<file path="src/rtl/dmux_stream.sv">
// dmux_stream: routes one WIDTH-bit word per cycle to a selected channel, or to every channel in broadcast mode.
// Latency: one cycle from the input handshake to out_valid on the target channel(s).
// Backpressure: in_ready falls when the target channel (any channel for broadcast) is full and not draining.
module dmux_stream #(
    parameter int WIDTH    = 16,
    parameter int CHANNELS = 4,
    parameter int SEL_W    = 2
) (
    input  logic                      clock,
    input  logic                      reset,
    input  logic [WIDTH-1:0]          in_data,
    input  logic [SEL_W-1:0]          in_sel,
    input  logic                      in_bcast,
    input  logic                      in_valid,
    output logic                      in_ready,
    output logic [CHANNELS*WIDTH-1:0] out_data,
    output logic [CHANNELS-1:0]       out_valid,
    input  logic [CHANNELS-1:0]       out_ready,
    output logic [7:0]                drop_count
);

    typedef enum logic {
        EMPTY = 1'b0,
        FULL  = 1'b1
    } chan_state_t;

    // free[k]: channel k can take a word this cycle (empty, or being drained right now)
    logic [CHANNELS-1:0] free;
    // sel_hit[k]: in_sel addresses populated channel k
    logic [CHANNELS-1:0] sel_hit;
    // load[k]: channel k captures in_data at the next edge
    logic [CHANNELS-1:0] load;
    logic                sel_ok;
    logic                sel_free;
    logic                accept;
    logic                drop;

    // Decode the select field against the channels that actually exist.
    always_comb begin
        sel_hit = '0;
        for (int k = 0; k < CHANNELS; k++) begin
            sel_hit[k] = (in_sel == SEL_W'(k));
        end
        sel_ok   = |sel_hit;
        sel_free = |(sel_hit & free);
    end

    // Ready depends only on target occupancy, never on in_valid; unmapped selects always sink.
    always_comb begin
        if (reset) begin
            in_ready = 1'b0;
        end else if (in_bcast) begin
            in_ready = &free;
        end else if (sel_ok) begin
            in_ready = sel_free;
        end else begin
            in_ready = 1'b1;
        end
    end

    assign accept = in_valid & in_ready;
    assign drop   = accept & ~in_bcast & ~sel_ok;
    assign load   = accept ? (in_bcast ? {CHANNELS{1'b1}} : sel_hit) : {CHANNELS{1'b0}};

    for (genvar k = 0; k < CHANNELS; k++) begin : g_chan
        chan_state_t      state_q;
        chan_state_t      state_d;
        logic [WIDTH-1:0] data_q;

        // Channel occupancy register.
        always_ff @(posedge clock) begin
            if (reset) begin
                state_q <= EMPTY;
            end else begin
                state_q <= state_d;
            end
        end

        // A refill wins over a drain so a slot being emptied can be reloaded in the same cycle.
        always_comb begin
            state_d = state_q;
            case (state_q)
                EMPTY:   if (load[k]) state_d = FULL;
                FULL:    if (!load[k] && out_ready[k]) state_d = EMPTY;
                default: state_d = EMPTY;
            endcase
        end

        // Data only changes on a load, so it is stable while stalled and keeps its last value when empty.
        always_ff @(posedge clock) begin
            if (reset) begin
                data_q <= '0;
            end else if (load[k]) begin
                data_q <= in_data;
            end
        end

        assign free[k]                      = (state_q == EMPTY) | out_ready[k];
        assign out_valid[k]                 = (state_q == FULL);
        assign out_data[k*WIDTH +: WIDTH]   = data_q;
    end

    // Saturating count of words discarded for an unmapped select.
    always_ff @(posedge clock) begin
        if (reset) begin
            drop_count <= 8'd0;
        end else if (drop && (drop_count != 8'hFF)) begin
            drop_count <= drop_count + 8'd1;
        end
    end

endmodule
</file>
<file path="config.mk">
export PLATFORM = sky130hd
export DESIGN_NAME = dmux_stream
export DESIGN_NICKNAME = d
export VERILOG_FILES = /design/src/rtl/dmux_stream.sv
export SDC_FILE = /design/constraint.sdc
export NUM_CORES = 1
export LEC_CHECK = 0
export ABC_AREA = 1
export BUFFER_PORTS_ARGS = -buffer_cell sky130_fd_sc_hd__buf_2
export CAP_MARGIN = 15
export CORE_MARGIN = 10
export CORE_UTILIZATION = 53
export CTS_BUF_LIST = sky130_fd_sc_hd__clkbuf_16
export DETAILED_ROUTE_END_ITERATION = 10
export MAX_ROUTING_LAYER = met4
export PLACE_DENSITY = 0.83
export SLEW_MARGIN = 20
export SYNTH_ARGS = -nofsm -noshare
export SYNTH_HDL_FRONTEND = slang
export SYNTH_SLANG_ARGS = --single-unit
</file>
<file path="constraint.sdc">
create_clock -name clock -period 2 [get_ports clock]
set_clock_uncertainty 0.15 [all_clocks]
set_input_delay 0.3 -clock clock [delete_from_list [all_inputs] [get_ports clock]]
set_output_delay 0.3 -clock clock [all_outputs]
set_load 0.01 [all_outputs]
</file>
Word-level counts from Yosys, hierarchy flattened
Cells that the tools add are included.
{ "word_totals": {"input_bits": 26, "out_inout_bits": 77, "reg_bits": 76, "word_cells": 58} }
{ "op_classes": {"bitwise": 14, "n_eq_ne": 4, "n_addsub": 1, "n_mux": 17, "n_reduce_logical": 13} }
{ "op_table": {"columns": ["cell", "count"], "rows": [
  ["1-bit 2-to-1 mux", 11],
  ["8-bit by 1-bit adder with 8-bit output (second input constant)", 1],
  ["4-bit 2-to-1 mux", 2],
  ["8-bit != test (second input constant)", 1],
  ["1-bit case mux with 2 select lines", 4],
  ["4-bit OR reduction", 2],
  ["1-bit inverter", 6],
  ["1-bit logical AND", 5],
  ["4-bit bitwise AND", 1],
  ["2-bit equality test (second input constant)", 2],
  ["1-bit logical NOT", 4],
  ["1-bit bitwise OR", 4],
  ["4-bit AND reduction", 1],
  ["1-bit bitwise AND", 3],
  ["2-bit by 1-bit equality test with 1-bit output (second input constant)", 1],
  ["2-bit logical NOT", 1]
]} }

Depth between registers and ports, before layout
Gate-level depths: netlist of run 1.
{ "logic_depth": {"ltp_word": 13, "ltp_mapped": 12} }

Worst setup path before layout of run 1
Ideal clock, no wire load.
{ "synth_timing": {"path_type": "input-to-reg", "start": "in in_sel[1]", "end": "reg g_chan[0].data_q[0]", "path_stages": 11, "required_time_ps": 1740, "arrival_ps": 1299, "n_path_buf": 3, "setup_time_ps": 110, "path_slack_ps": 441, "cell_sequence": "buf_4 -> nor2_1 -> nand2_1 -> nand3_2 -> nor2_1 -> nor2_1 -> buf_4 -> buf_6 -> nand4_1 -> nand2_1 -> nor2_1"} }
{ "synth_between": {"elab_chain_cells": 8, "elab_cells_between_ends": 13} }
{ "synth_lines": {"columns": ["element", "line_no", "source"], "rows": [
  ["start, declared", "12", "input logic [SEL_W-1:0] in_sel,"],
  ["2-bit by 1-bit equality test with 1-bit output (tied with other cells)", "42", "sel_hit[k] = (in_sel == SEL_W'(k));"],
  ["4-bit bitwise AND", "45", "sel_free = |(sel_hit & free);"],
  ["4-bit OR reduction", "45", null],
  ["1-bit 2-to-1 mux", "54", "end else if (sel_ok) begin"],
  ["1-bit 2-to-1 mux", "52", "end else if (in_bcast) begin"],
  ["1-bit 2-to-1 mux", "50", "if (reset) begin"],
  ["1-bit bitwise AND", "61", "assign accept = in_valid & in_ready;"],
  ["4-bit 2-to-1 mux *", "63", "assign load = accept ? (in_bcast ? {CHANNELS{1'b1}} : sel_hit) : {CHANNELS{1'b0}};"],
  ["end signal, assigned", "94", "data_q <= in_data;"],
  ["end, declared", "68", "logic [WIDTH-1:0] data_q;"]
]} }
Every way passes the cells marked *; elsewhere a longest branch is shown, timed or not.
A chain may end at the register's enable or synchronous reset.

Worst setup path in the final report of run 1
{ "layout_timing": {"start": "reg g_chan[1].state_q", "end": "out in_ready"} }
{ "layout_between": {"elab_chain_cells": 7, "elab_cells_between_ends": 8} }
{ "layout_lines": {"columns": ["element", "line_no", "source"], "rows": [
  ["start, declared", "66", "chan_state_t state_q;"],
  ["start signal, assigned", "75", "state_q <= state_d;"],
  ["1-bit inverter *", null, null],
  ["1-bit bitwise OR *", "98", "assign free[k] = (state_q == EMPTY) | out_ready[k];"],
  ["4-bit bitwise AND", "45", null],
  ["4-bit OR reduction", "45", null],
  ["1-bit 2-to-1 mux", "54", null],
  ["1-bit 2-to-1 mux *", "52", null],
  ["1-bit 2-to-1 mux *", "50", null],
  ["end, declared", "15", "output logic in_ready,"]
]} }
Marks and branches as above.

==> impl_metrics.toml, run 1 <==
[sta]
setup_viol = 0
tightest_slew_ns = 0.624
timing.final.max_slew_violations = 0
hold_viol = 0
period_share = 0.944
relSlewSlack = 0.584
setup_tns_ns = 0
fin_crit_ns = 1.89
rsz0062_at_grt = "false"
clock.fmax_mhz = 530
fin_ws_ns = 0.112

[clock_tree]
numCtsBuffers = 9
cts-resized-gates = 0
clock_tree.root_cell = "clkbuf_16"
clock_sinks = 76
clk_pin_slew_ns = 0.06
ctsHoldBuffers = 0
clock_latency_ns = 0.34
cts_setup_buffers = 1
htreeDepth = 3
cts_tree = "done"
cts_buffer_depth = 2

[synth]
synthesis.area_um2 = 3870
synth_warnings = 0
ys_ff_latch = 76
ys_types = 23
syn_inst = 574
synth.net_count = 600
yosysSeqAreaShare = 0.393
postSynthAreaPerCell_um2 = 6.74

[setup_path]
worstSetupPathDepth = 6
worst-setup-path-type = "flip-flop to output port"
critPathSlowestCell = "dfxtp_1"
crit_path_end_kind = "output port"
path_max_fanout = 3
setup.worst_path.start_class = "flip-flop"
cpLargestDelayFamily = "simple AND/OR/NAND/NOR gates"
path_cells = "nand2_2 -> nand2_1 -> o21ai_0 -> nand2_1 -> nor2_4 -> buf_2"
crit_top_cell = "nand2_1"
required_ns = 1.55
worstPathArrival_ns = 1.44
crit_buf_inv = 1
r2r_cells = 10
worst_path_largest_cell_delay_ns = 0.32

[route]
drt-wirelength-per-cell_um = 13.5
via_per_inst = 4.77
wirelength_mm = 10.4
num_vias = 3650
drcViolationCount = 0
dr.pass1.iters = 5
first_iter_violations = 275
detail-route-antenna-nets = 0

[power_and_ir_drop]
p_leak_nw = 2.63
power_density_nw_per_um2 = 887
vdd_drop_max_uv = 466
total_power_mw = 4.20

[global_route]
grt_pass1_vias = 3534
grt_remaining_overflow = 0
grt_pass1_wl_mm = 16.6
antenna_found_initial = 0
grt_max_degree = 65
grt_usage = 0.188

[placed_design]
placed_cells = 749
dp_hpwl_mm = 7.45
gp_congestion = 0.864
place_ws_ns = 0.108
port_buffers = 102

[layout]
fin_util = 0.659
fin_cells = 766
n_antenna_cell = 0
syn2layout_area_growth_pct = 22.4
nNetsFinal = 688
drive_gt1_frac = 0.265

[floorplanning]
die_w_um = 105
die_y_um = 105
start_util = 0.539
dieArea_um2 = 11100
fp-row-count = 31
num_io_pins = 103
core_um2 = 7180

[outcome]
status = "finished clean"

[run]
drv_cap = 0

[min_path]
worstHoldPathType = "input port to flip-flop"
hold_depth = 4
cells in the final DEF, fill, tap and decap left out, drive strengths merged, types with 2 or more instances in the layout:
cell,count
buf,113
nor2,79
nand3,2
inv,161
a21oi,4
bufinv,3
o21ai,3
clkbuf,9
dfxtp,76
nand2,144
clkinv,4
nand4,68
cells in the mapped netlist:
cell type | count | area (um2)
nand2_4 | 10 | 113
o21ai_2 | 2 | 17.5
nand2_1 | 131 | 492
nand2_2 | 3 | 18.8
nand4_4 | 4 | 85.1
clkbuf_1 | 18 | 67.6
buf_6 | 8 | 90.1
nand3_2 | 1 | 10.0
nand4_1 | 64 | 400
clkinv_2 | 1 | 5.00
nand3_1 | 1 | 5.00
nor2_2 | 10 | 62.6
buf_12 | 1 | 20.0
inv_2 | 14 | 52.6
o21ai_0 | 1 | 5.00
nor2_4 | 1 | 11.3
dfxtp_1 | 76 | 1520
inv_1 | 147 | 552
a21oi_2 | 1 | 8.76
nor2_1 | 68 | 255
buf_4 | 6 | 45.0
a21oi_1 | 3 | 15.0
buf_2 | 3 | 15.0
layer usage:
metal / vias to the layer above / global-route usage / share of wire
li1: 1864 / - / -
met1: 1608 / 0.210 / 0.42
met2: 149 / 0.302 / 0.48
met3: 29 / 0.0475 / 0.074
met4: 0 / 0.106 / 0.028
met5: - / - / 0
final timing paths:
| kind | startpoint | to | slack (ns) |
|---|---|---|---|
| worst max-delay path | g_chan[1].state_q | in_ready | 0.11 |
| worst min-delay path | out_ready[3] | g_chan[3].state_q | 0.09 |
| worst min register to register | drop_count[6] | drop_count[6] | 0.27 |
| worst max register to register | g_chan[1].state_q | g_chan[3].data_q[13] | 0.12 |
sequential cells by signal, indices dropped and copies added, names as in the netlist:
register        count
g_chan.state_q      4
drop_count          8
g_chan.data_q      64
final cells by class:
cell class	count	area [um2]
fillers	620	2440
repair buffers	113	631
inverters	162	609
well taps	99	124
clock buffers	9	225
flip-flops and latches	76	1520
multi-input cells	300	1510
clock inverters	7	115
cells by family after synthesis:
kind of cell           after synthesis  share of synthesized area
flip-flops                          76                      0.393
buffers and inverters              198                      0.219
AO/OA/AOI/OAI                        7                     0.0120
AND/OR/NAND/NOR                    293                      0.376
power by group:
| part | switching, mW | internal [mW] |
|---|---|---|
| registers | 0.0444 | 1.60 |
| logic | 0.445 | 0.246 |
| clock network | 0.643 | 1.21 |
| total | 1.13 | 3.06 |
tightest hold or removal path, stage by stage:
cell     delay (ns)
buf_2          0.08
inv_2          0.03
nand2_2        0.07
a21oi_2        0.05
stage by stage:
step,area [um2],hold slack [ns]
2_1_floorplan,3870,0.212
3_3_place_gp,4380,0.257
3_5_place_dp,4380,0.260
4_1_cts,4730,0.0862
5_1_grt,4730,0.113
6_report,4730,0.0876
(Power assumes the default switching activity.)
==> run 2, diff against run 1 <==
CORE_ASPECT_RATIO = 1.75   (was unset)
CORE_MARGIN = 2   (was 10)
clock period = 2.08 ns   (was 2 ns; I/O delays follow)
==> impl_metrics.toml, run 2 (same netlist as run 1, synthesis figures left out) <==
[floorplanning]
die_y_um = 117
start_util = 0.542
fp-row-count = 41
num_io_pins = 103
die_w_um = 68.6
dieArea_um2 = 8020
core_um2 = 7130

[setup_path]
endpoint = "in_ready"
setup.worst_path.start_class = "flip-flop"
path_max_fanout = 12
worstSetupPathDepth = 7
worst_path_largest_cell_delay_ns = 0.31
worst-setup-path-type = "flip-flop to output port"
worstPathArrival_ns = 1.52
r2r_cells = 11
cpLargestDelayFamily = "simple AND/OR/NAND/NOR gates"
regToRegStartpoint = "g_chan[0].state_q"
rrSetupSlack_ns = 0.19
crit_buf_inv = 2
cp-startpoint = "g_chan[0].state_q"
path_cells = "nand2_1 -> nand2_1 -> o21ai_0 -> nand2_1 -> nor2_4 -> buf_12 -> buf_2"
worstReg2RegEnd = "g_chan[3].data_q[11]"
crit_top_cell = "nand2_1"
critPathSlowestCell = "dfxtp_1"
required_ns = 1.62
crit_path_end_kind = "output port"

[layout]
multi_input_area_um2 = 1510
mostFrequentLayoutCell = "inv_1"
largestRegisters = "g_chan.data_q (64), drop_count (8), g_chan.state_q (4)"
top_register = "g_chan.data_q"
fin_util = 0.665
n_fill_cell = 604
fin_cells = 755
final_cell_mix = "inv_1, nand2_1, buf_2, dfxtp_1, nor2_1"
largest_register_ffs = 64
n_antenna_cell = 0
drive_gt1_frac = 0.265
register_area_um2 = 1520
syn2layout_area_growth_pct = 22.5
nNetsFinal = 690

[clock_tree]
htreeDepth = 3
numCtsBuffers = 9
cts_tree = "done"
clock_tree.root_cell = "clkbuf_16"
clk_pin_slew_ns = 0.05
clock_latency_ns = 0.33
cts_buffer_depth = 2
clock_sinks = 76

[global_route]
grt_remaining_overflow = 0
antenna_found_initial = 0
grt_pass1_vias = 3196
grt_max_degree = 65
grt_usage = 0.246
grt_pass1_wl_mm = 14.3

[sta]
rsz0062_at_grt = "false"
fin_crit_ns = 1.99
timing.final.max_slew_violations = 0
hold_viol = 0
clock.fmax_mhz = 504
tightest_slew_ns = 0.598
setup_viol = 0
relSlewSlack = 0.601
period_share = 0.955
setup_tns_ns = 0

[min_path]
worstHoldPathType = "input port to flip-flop"

[power_and_ir_drop]
p_leak_nw = 2.65
power_density_nw_per_um2 = 840
vdd_drop_max_uv = 500

[route]
first_iter_violations = 170
drt-wirelength-per-cell_um = 12.2
num_vias = 3621
wirelength_mm = 9.21
dr.pass1.iters = 5
detail-route-antenna-nets = 0
via_per_inst = 4.80
drcViolationCount = 0

[outcome]
status = "finished clean"

[run]
drv_cap = 0

[placed_design]
gp_congestion = 0.832
dp_hpwl_mm = 6.59
placed_cells = 736
port_buffers = 102
-- run 2: cell types whose count changed in the layout (fill, tap and decap cells not counted), sizes merged --
cell,change
clkinvlp,-1
clkbuf,+1
buf,+1
inv,+1
-- run 2: worst min path at each step --
stage | from | to | slack [ns] | cells after the start
floorplan | reset | g_chan[3].state_q | 0.22 | 1
global placement | drop_count[5] | drop_count[5] | 0.26 | 2
detailed placement | drop_count[3] | drop_count[3] | 0.26 | 2
CTS | out_ready[3] | g_chan[3].state_q | 0.11 | 4
global route | out_ready[2] | g_chan[2].state_q | 0.14 | 4
finish | out_ready[3] | g_chan[3].state_q | 0.11 | 4
-- run 2: metal layers --
metal  track usage  vias to the layer above  part of all wire
met1         0.285                     1596              0.37
met3        0.0449                       23             0.080
met2         0.407                      139              0.52
met5             -                        -                 0
met4         0.105                        0             0.032
li1              -                     1863                 -
-- run 2: cell type report --
cell class / count / area share
Sequential cell: 76 / 0.321
Multi-Input combinational cell: 300 / 0.318
Timing Repair Buffer: 115 / 0.140
Tap cell: 86 / 0.0227
Inverter: 162 / 0.129
Clock buffer: 9 / 0.0475
Clock inverter: 7 / 0.0224
-- run 2: where the power goes --
part           internal (mW)  switching [mW]  leakage, nW
clock                   1.16           0.573        0.166
combinational          0.248           0.417         1.86
sequential              1.54          0.0456        0.621
-- run 2: what timing repair did --
| item | 4_1_cts | 5_1_grt |
|---|---|---|
| pin swaps | 1 | 1 |
| setup buffers | 1 | 1 |
| cloned | 0 | 1 |
| hold buffers | 0 | 0 |
| resized for setup | 0 | 0 |
| setup endpoints to repair | 1 | 1 |
-- run 2: worst reg2reg max path, delay by kind of cell, from the launching register on --
kind,cells,cell delay (ns)
AND/OR/NAND/NOR,7,0.72
flip-flops,1,0.31
buffers and inverters,3,0.44
AO/OA/AOI/OAI,1,0.17
-- run 2: stage by stage --
| step | setup slack (ns) | total power [mW] | cell area [um2] | hold slack, ns |
|---|---|---|---|---|
| 3_3_place_gp | 0.302 | 2.25 | 4370 | 0.258 |
| 4_1_cts | 0.0169 | 3.99 | 4710 | 0.106 |
| 2_1_floorplan | 0.509 | 2.08 | 3870 | 0.224 |
| 5_1_grt | 0.0220 | 4.14 | 4740 | 0.141 |
| 3_5_place_dp | 0.235 | 2.26 | 4370 | 0.260 |
| 6_report | 0.0943 | 3.98 | 4740 | 0.107 |
